[src/rtl/usbh_tx_pump_pkg.sv]
// Shared definitions for the USB host transmit path.
//   st_t           : transmit pump state encoding
//   CRC16_POLY_REF : reflected USB CRC16 polynomial
//   CRC16_INIT     : CRC16 preset value
//   PID_*          : PID byte constants (DATA0, DATA1, ACK)
package usbh_tx_pump_pkg;

  typedef enum logic [2:0] {
    ST_IDLE   = 3'd0,
    ST_PID    = 3'd1,
    ST_DATA   = 3'd2,
    ST_CRC_LO = 3'd3,
    ST_CRC_HI = 3'd4
  } st_t;

  localparam logic [15:0] CRC16_POLY_REF = 16'hA001;
  localparam logic [15:0] CRC16_INIT     = 16'hFFFF;

  localparam logic [7:0] PID_DATA0 = 8'hC3;
  localparam logic [7:0] PID_DATA1 = 8'h4B;
  localparam logic [7:0] PID_ACK   = 8'hD2;

endpackage

[src/rtl/usbh_crc16.sv]
// Combinational byte-wide USB CRC16 update (reflected, LSB first).
//   crc_in  : running CRC before this byte
//   data_in : byte to fold in
//   crc_out : running CRC after this byte
module usbh_crc16
  import usbh_tx_pump_pkg::*;
(
  input  logic [15:0] crc_in,
  input  logic [7:0]  data_in,
  output logic [15:0] crc_out
);

  logic [15:0] c;

  // XOR the whole byte in first, then shift eight times; equivalent to
  // feeding the bits LSB first one at a time.
  always_comb begin
    c = crc_in ^ {8'h00, data_in};
    for (int i = 0; i < 8; i++)
      c = c[0] ? ((c >> 1) ^ CRC16_POLY_REF) : (c >> 1);
    crc_out = c;
  end

endmodule

[src/rtl/usbh_tx_pump.sv]
// USB full-speed host transmit pump: PID, payload from FWFT FIFO, CRC16.
//   clk_i/rst_i          : clock, synchronous active-high reset
//   start_i, pid_i,
//   len_i, pid_only_i    : packet request, sampled in IDLE only
//   fifo_data_i/empty_i  : FWFT FIFO head
//   fifo_pop_o           : pop head (combinational from txready/empty)
//   fifo_flush_o         : one-cycle flush on underrun abort
//   utmi_data_o/txvalid_o/txready_i : UTMI transmit handshake
//   busy_o, done_o, underrun_o : status
module usbh_tx_pump
  import usbh_tx_pump_pkg::*;
#(
  parameter int LEN_W = 11
) (
  input  logic             clk_i,
  input  logic             rst_i,
  input  logic             start_i,
  input  logic [7:0]       pid_i,
  input  logic [LEN_W-1:0] len_i,
  input  logic             pid_only_i,
  input  logic [7:0]       fifo_data_i,
  input  logic             fifo_empty_i,
  output logic             fifo_pop_o,
  output logic             fifo_flush_o,
  output logic [7:0]       utmi_data_o,
  output logic             utmi_txvalid_o,
  input  logic             utmi_txready_i,
  output logic             busy_o,
  output logic             done_o,
  output logic             underrun_o
);

  st_t              state_q, state_d;
  logic [7:0]       pid_q;
  logic             pid_only_q;
  logic [LEN_W-1:0] cnt_q;
  logic [15:0]      crc_q, crc_next;
  logic             done_d, underrun_d, flush_d;

  usbh_crc16 u_crc (
    .crc_in  (crc_q),
    .data_in (fifo_data_i),
    .crc_out (crc_next)
  );

  assign busy_o = (state_q != ST_IDLE);

  always_comb begin
    state_d        = state_q;
    done_d         = 1'b0;
    underrun_d     = 1'b0;
    flush_d        = 1'b0;
    utmi_data_o    = 8'h00;
    utmi_txvalid_o = 1'b0;
    fifo_pop_o     = 1'b0;
    case (state_q)
      ST_IDLE: if (start_i) state_d = ST_PID;
      ST_PID: begin
        utmi_data_o    = pid_q;
        utmi_txvalid_o = 1'b1;
        if (utmi_txready_i) begin
          if (pid_only_q) begin
            state_d = ST_IDLE;
            done_d  = 1'b1;
          end else if (cnt_q == '0) state_d = ST_CRC_LO;
          else                      state_d = ST_DATA;
        end
      end
      ST_DATA: begin
        // Data path passes straight through; the FWFT head only moves on a
        // pop, so the byte stays stable under backpressure.
        utmi_data_o    = fifo_data_i;
        utmi_txvalid_o = !fifo_empty_i;
        if (fifo_empty_i) begin
          state_d    = ST_IDLE;
          done_d     = 1'b1;
          underrun_d = 1'b1;
          flush_d    = 1'b1;
        end else if (utmi_txready_i) begin
          fifo_pop_o = 1'b1;
          if (cnt_q == LEN_W'(1)) state_d = ST_CRC_LO;
        end
      end
      ST_CRC_LO: begin
        utmi_data_o    = ~crc_q[7:0];
        utmi_txvalid_o = 1'b1;
        if (utmi_txready_i) state_d = ST_CRC_HI;
      end
      ST_CRC_HI: begin
        utmi_data_o    = ~crc_q[15:8];
        utmi_txvalid_o = 1'b1;
        if (utmi_txready_i) begin
          state_d = ST_IDLE;
          done_d  = 1'b1;
        end
      end
      default: state_d = ST_IDLE;
    endcase
  end

  always_ff @(posedge clk_i) begin
    if (rst_i) begin
      state_q      <= ST_IDLE;
      pid_q        <= 8'h00;
      pid_only_q   <= 1'b0;
      cnt_q        <= '0;
      crc_q        <= CRC16_INIT;
      done_o       <= 1'b0;
      underrun_o   <= 1'b0;
      fifo_flush_o <= 1'b0;
    end else begin
      state_q      <= state_d;
      done_o       <= done_d;
      underrun_o   <= underrun_d;
      fifo_flush_o <= flush_d;
      if (state_q == ST_IDLE && start_i) begin
        pid_q      <= pid_i;
        pid_only_q <= pid_only_i;
        cnt_q      <= len_i;
        crc_q      <= CRC16_INIT;
      end else if (fifo_pop_o && cnt_q != '0) begin
        cnt_q <= cnt_q - LEN_W'(1);
        crc_q <= crc_next;
      end
    end
  end

endmodule

[config.mk]
export PLATFORM = sky130hd
export DESIGN_NAME = usbh_tx_pump
export DESIGN_NICKNAME = d
export VERILOG_FILES = /design/src/rtl/usbh_tx_pump_pkg.sv /design/src/rtl/usbh_crc16.sv /design/src/rtl/usbh_tx_pump.sv
export SDC_FILE = /design/constraint.sdc
export NUM_CORES = 1
export LEC_CHECK = 0
export CAP_MARGIN = 25
export CORE_MARGIN = 3
export CORE_UTILIZATION = 55
export DETAILED_ROUTE_END_ITERATION = 10
export PLACE_DENSITY = 0.84
export SLEW_MARGIN = 30
export SYNTH_ARGS = -nofsm -noshare
export SYNTH_HDL_FRONTEND = slang
export SYNTH_SLANG_ARGS = --single-unit
[constraint.sdc]
create_clock -name clk_i -period 4.9 [get_ports clk_i]
set_input_delay 1.47 -clock clk_i [delete_from_list [all_inputs] [get_ports clk_i]]
set_output_delay 1.47 -clock clk_i [all_outputs]
set_load 0.02 [all_outputs]
==> results.cfg <==
[synth]
synth_area_per_cell_um2 = 7.94
synth-simple-area-share = 0.240
synth_area_um2 = 2310
syn_inst = 291
synth-compound-area-share = 0.194
ys_seq_elements = 41
synth_ff_type = dfxtp_1
synth_top_family_by_area = simple AND/OR/NAND/NOR gates
synth_mux_area_frac = 0.0244
synthDistinctLibCells = 47
synth_nets = 327
yosysWarnings = 0
synthAdderAreaFrac = 0.0163
synthArstFlopShare = 0
synth_edf_count = 0
synth-xor-area-share = 0.116
ys_seq_area_frac = 0.355

[route]
wirelength_um = 5490
routed_via_density = 5.78
drt_iter0_drc = 182
drcViolationCount = 0
avgRoutedWirePerCell_um = 14.6
ant_nets = 0
vias = 2178
detail_route.first_pass.iterations = 4

[clock_network]
postCtsHoldBufs = 0
post_cts_resized = 0
cts_htree_levels = 2
clock_sinks = 41
cts_max_path_buffers = 2
cts_tree = built
postCtsSetupRepairBufs = 0
cts_buffers = 5
cts_root_buf = clkbuf_8
clk_latency_ns = 0.31
clk_pin_slew_ns = 0.08

[sta]
clock.fmax_mhz = 221
max_slew_margin = 0.459
clock_skew_ns = 0.00456
finalMaxSlewViolations = 0
rsz0062_at_grt = no
fin_crit_ns = 4.53
worstMarginPinSlew_ns = 0.809
final.setup.tns_ns = 0
holdWs_ns = 0.457
fin_crit_sh = 0.924
setup_viol = 0
finalHoldViolations = 0

[grt]
grt_start_max_net_pins = 29
grt.total_usage = 0.227
overflow = 0
grt_antenna_before_repair = 0
grt_pass1_wl_um = 9160
grt_pass1_vias = 2039

[final_layout]
nets = 364
final_common_cell = nand2_1
fin_area_um2 = 2860
post-route-util = 0.743
final_cell_mix = nand2_1, clkdlybuf4s50_1, dfxtp_1
finalNonFillerCells = 377
drive_gt1_frac = 0.0760
antenna_cells = 0
synthToLayoutAreaGrowth_pct = 24.0

[floorplanning]
die_w_um = 70.8
rows = 22
start_util = 0.599
io_pins = 47
die-area_um2 = 5010
die_h_um = 70.8
coreArea_um2 = 3850

[worst_setup_path]
crit_buf_inv = 2
worst-setup-path-type = input pin to primary output
crit_required_ns = 3.43
critPathCaptureType = primary output
critPathLaunchType = input pin
cpPeakStageDelay_ns = 0.61
cp_slowest_cell = clkdlybuf4s50_1
worstPathCellList = clkdlybuf4s50_1 -> nor4b_1 -> and2_1 -> clkdlybuf4s50_1
crit_path_max_fanout = 4
reg2reg_slack_ns = 2.56
crit_top_cell = clkdlybuf4s50_1
cp_top_family = buffers and inverters
cp.arrival_ns = 3.06

[pwr]
p_leak_nw = 1.09
power_density_nw_per_um2 = 454
ir_drop_mv = 0.239

[place]
hpwlAfterDp_um = 3940
dp.cells = 369
io_buffer_count = 46
post_dp_cell_area_um2 = 2780
place_congestion = 0.814

[status]
status = finished clean

[run]
drv.max_cap_violation_count = 0

[worst_hold_path]
worst_hold_path_type = register to register
[per-layer routing]
metal	vias to the layer above	track usage	part of all wire
li1	1092	-	-
met1	1001	0.285	0.44
met2	75	0.371	0.48
met3	10	0.0483	0.061
met4	0	0.106	0.018
met5	-	0	0
[registers in the layout, summed over array words and instances, names as in the netlist]
signal and count:
cnt_q 11, crc_q 16, done_o 1, pid_only_q 1, state_q 3, pid_q 8
underrun_o 1
[logic make-up after synthesis]
logic type	Yosys count
buffers and inverters	28
DFF	41
xor gates and xnor gates	24
muxes	5
AOI/OAI and AO/OA	71
adders and majority gates	3
and+or+nand+nor	119
[cells in the mapped netlist (2+ instances only)]
cell type,number,area [um2]
nand4b_1,2,17.5
a22oi_1,2,15.0
clkbuf_1,14,52.6
o211ai_1,9,67.6
xnor2_1,10,87.6
nor3_1,5,25.0
nor2b_1,2,12.5
nand4_1,5,31.3
a31oi_1,5,31.3
and2_1,4,25.0
a311oi_1,3,26.3
dfxtp_1,41,821
nand2_1,52,195
xnor2_2,2,32.5
o21ai_0,9,45.0
ha_1,3,37.5
buf_2,6,30.0
o22ai_1,8,50.1
inv_1,5,18.8
xor2_1,8,70.1
nand2b_1,4,25.0
nand3_1,13,65.1
o21bai_1,2,15.0
a21oi_1,22,110
or3_1,2,12.5
o21a_1,2,15.0
mux2i_1,3,30.0
nor2_1,24,90.1
xor2_2,2,32.5
a211oi_1,5,37.5
[worst paths after layout]
check	start	depth (start not counted)	endpoint
max	fifo_empty_i	4	fifo_pop_o
min	pid_q[0]$_SDFFE_PP0P_	2	pid_q[0]$_SDFFE_PP0P_
max reg2reg	state_q[0]$_SDFFE_PP0P_	7	cnt_q[8]$_SDFFE_PP0P_
min reg2reg	pid_q[0]$_SDFFE_PP0P_	2	pid_q[0]$_SDFFE_PP0P_
[tightest hold or removal path, stage by stage (launching register included)]
cell	delay, ns
dfxtp_1	0.31
nand2_1	0.05
a21oi_1	0.05
[through the flow]
stage	setup WS (ns)	power [mW]
after floorplan	1.33	0.891
after CTS	0.367	1.30
after detailed placement	0.375	1.08
after global routing	0.310	1.39
after global placement	0.387	1.07
final	0.374	1.30
[area by class of cell]
class | count | area [um2]
Clock buffer | 5 | 68.8
Clock inverter | 3 | 17.5
Tap cell | 48 | 60.1
Fill cell | 300 | 990
Inverter | 5 | 18.8
Timing Repair Buffer | 53 | 513
Multi-Input combinational cell | 222 | 1370
Sequential cell | 41 | 821
[report_power, final]
part,switching [mW],internal (mW),total (mW),leakage [nW]
clock network,0.126,0.0983,0.224,0.0439
registers,0.0698,0.386,0.456,0.335
logic,0.340,0.281,0.621,0.712
total,0.536,0.765,1.30,1.09
No activity file was read; power rests on OpenSTA's default activity.
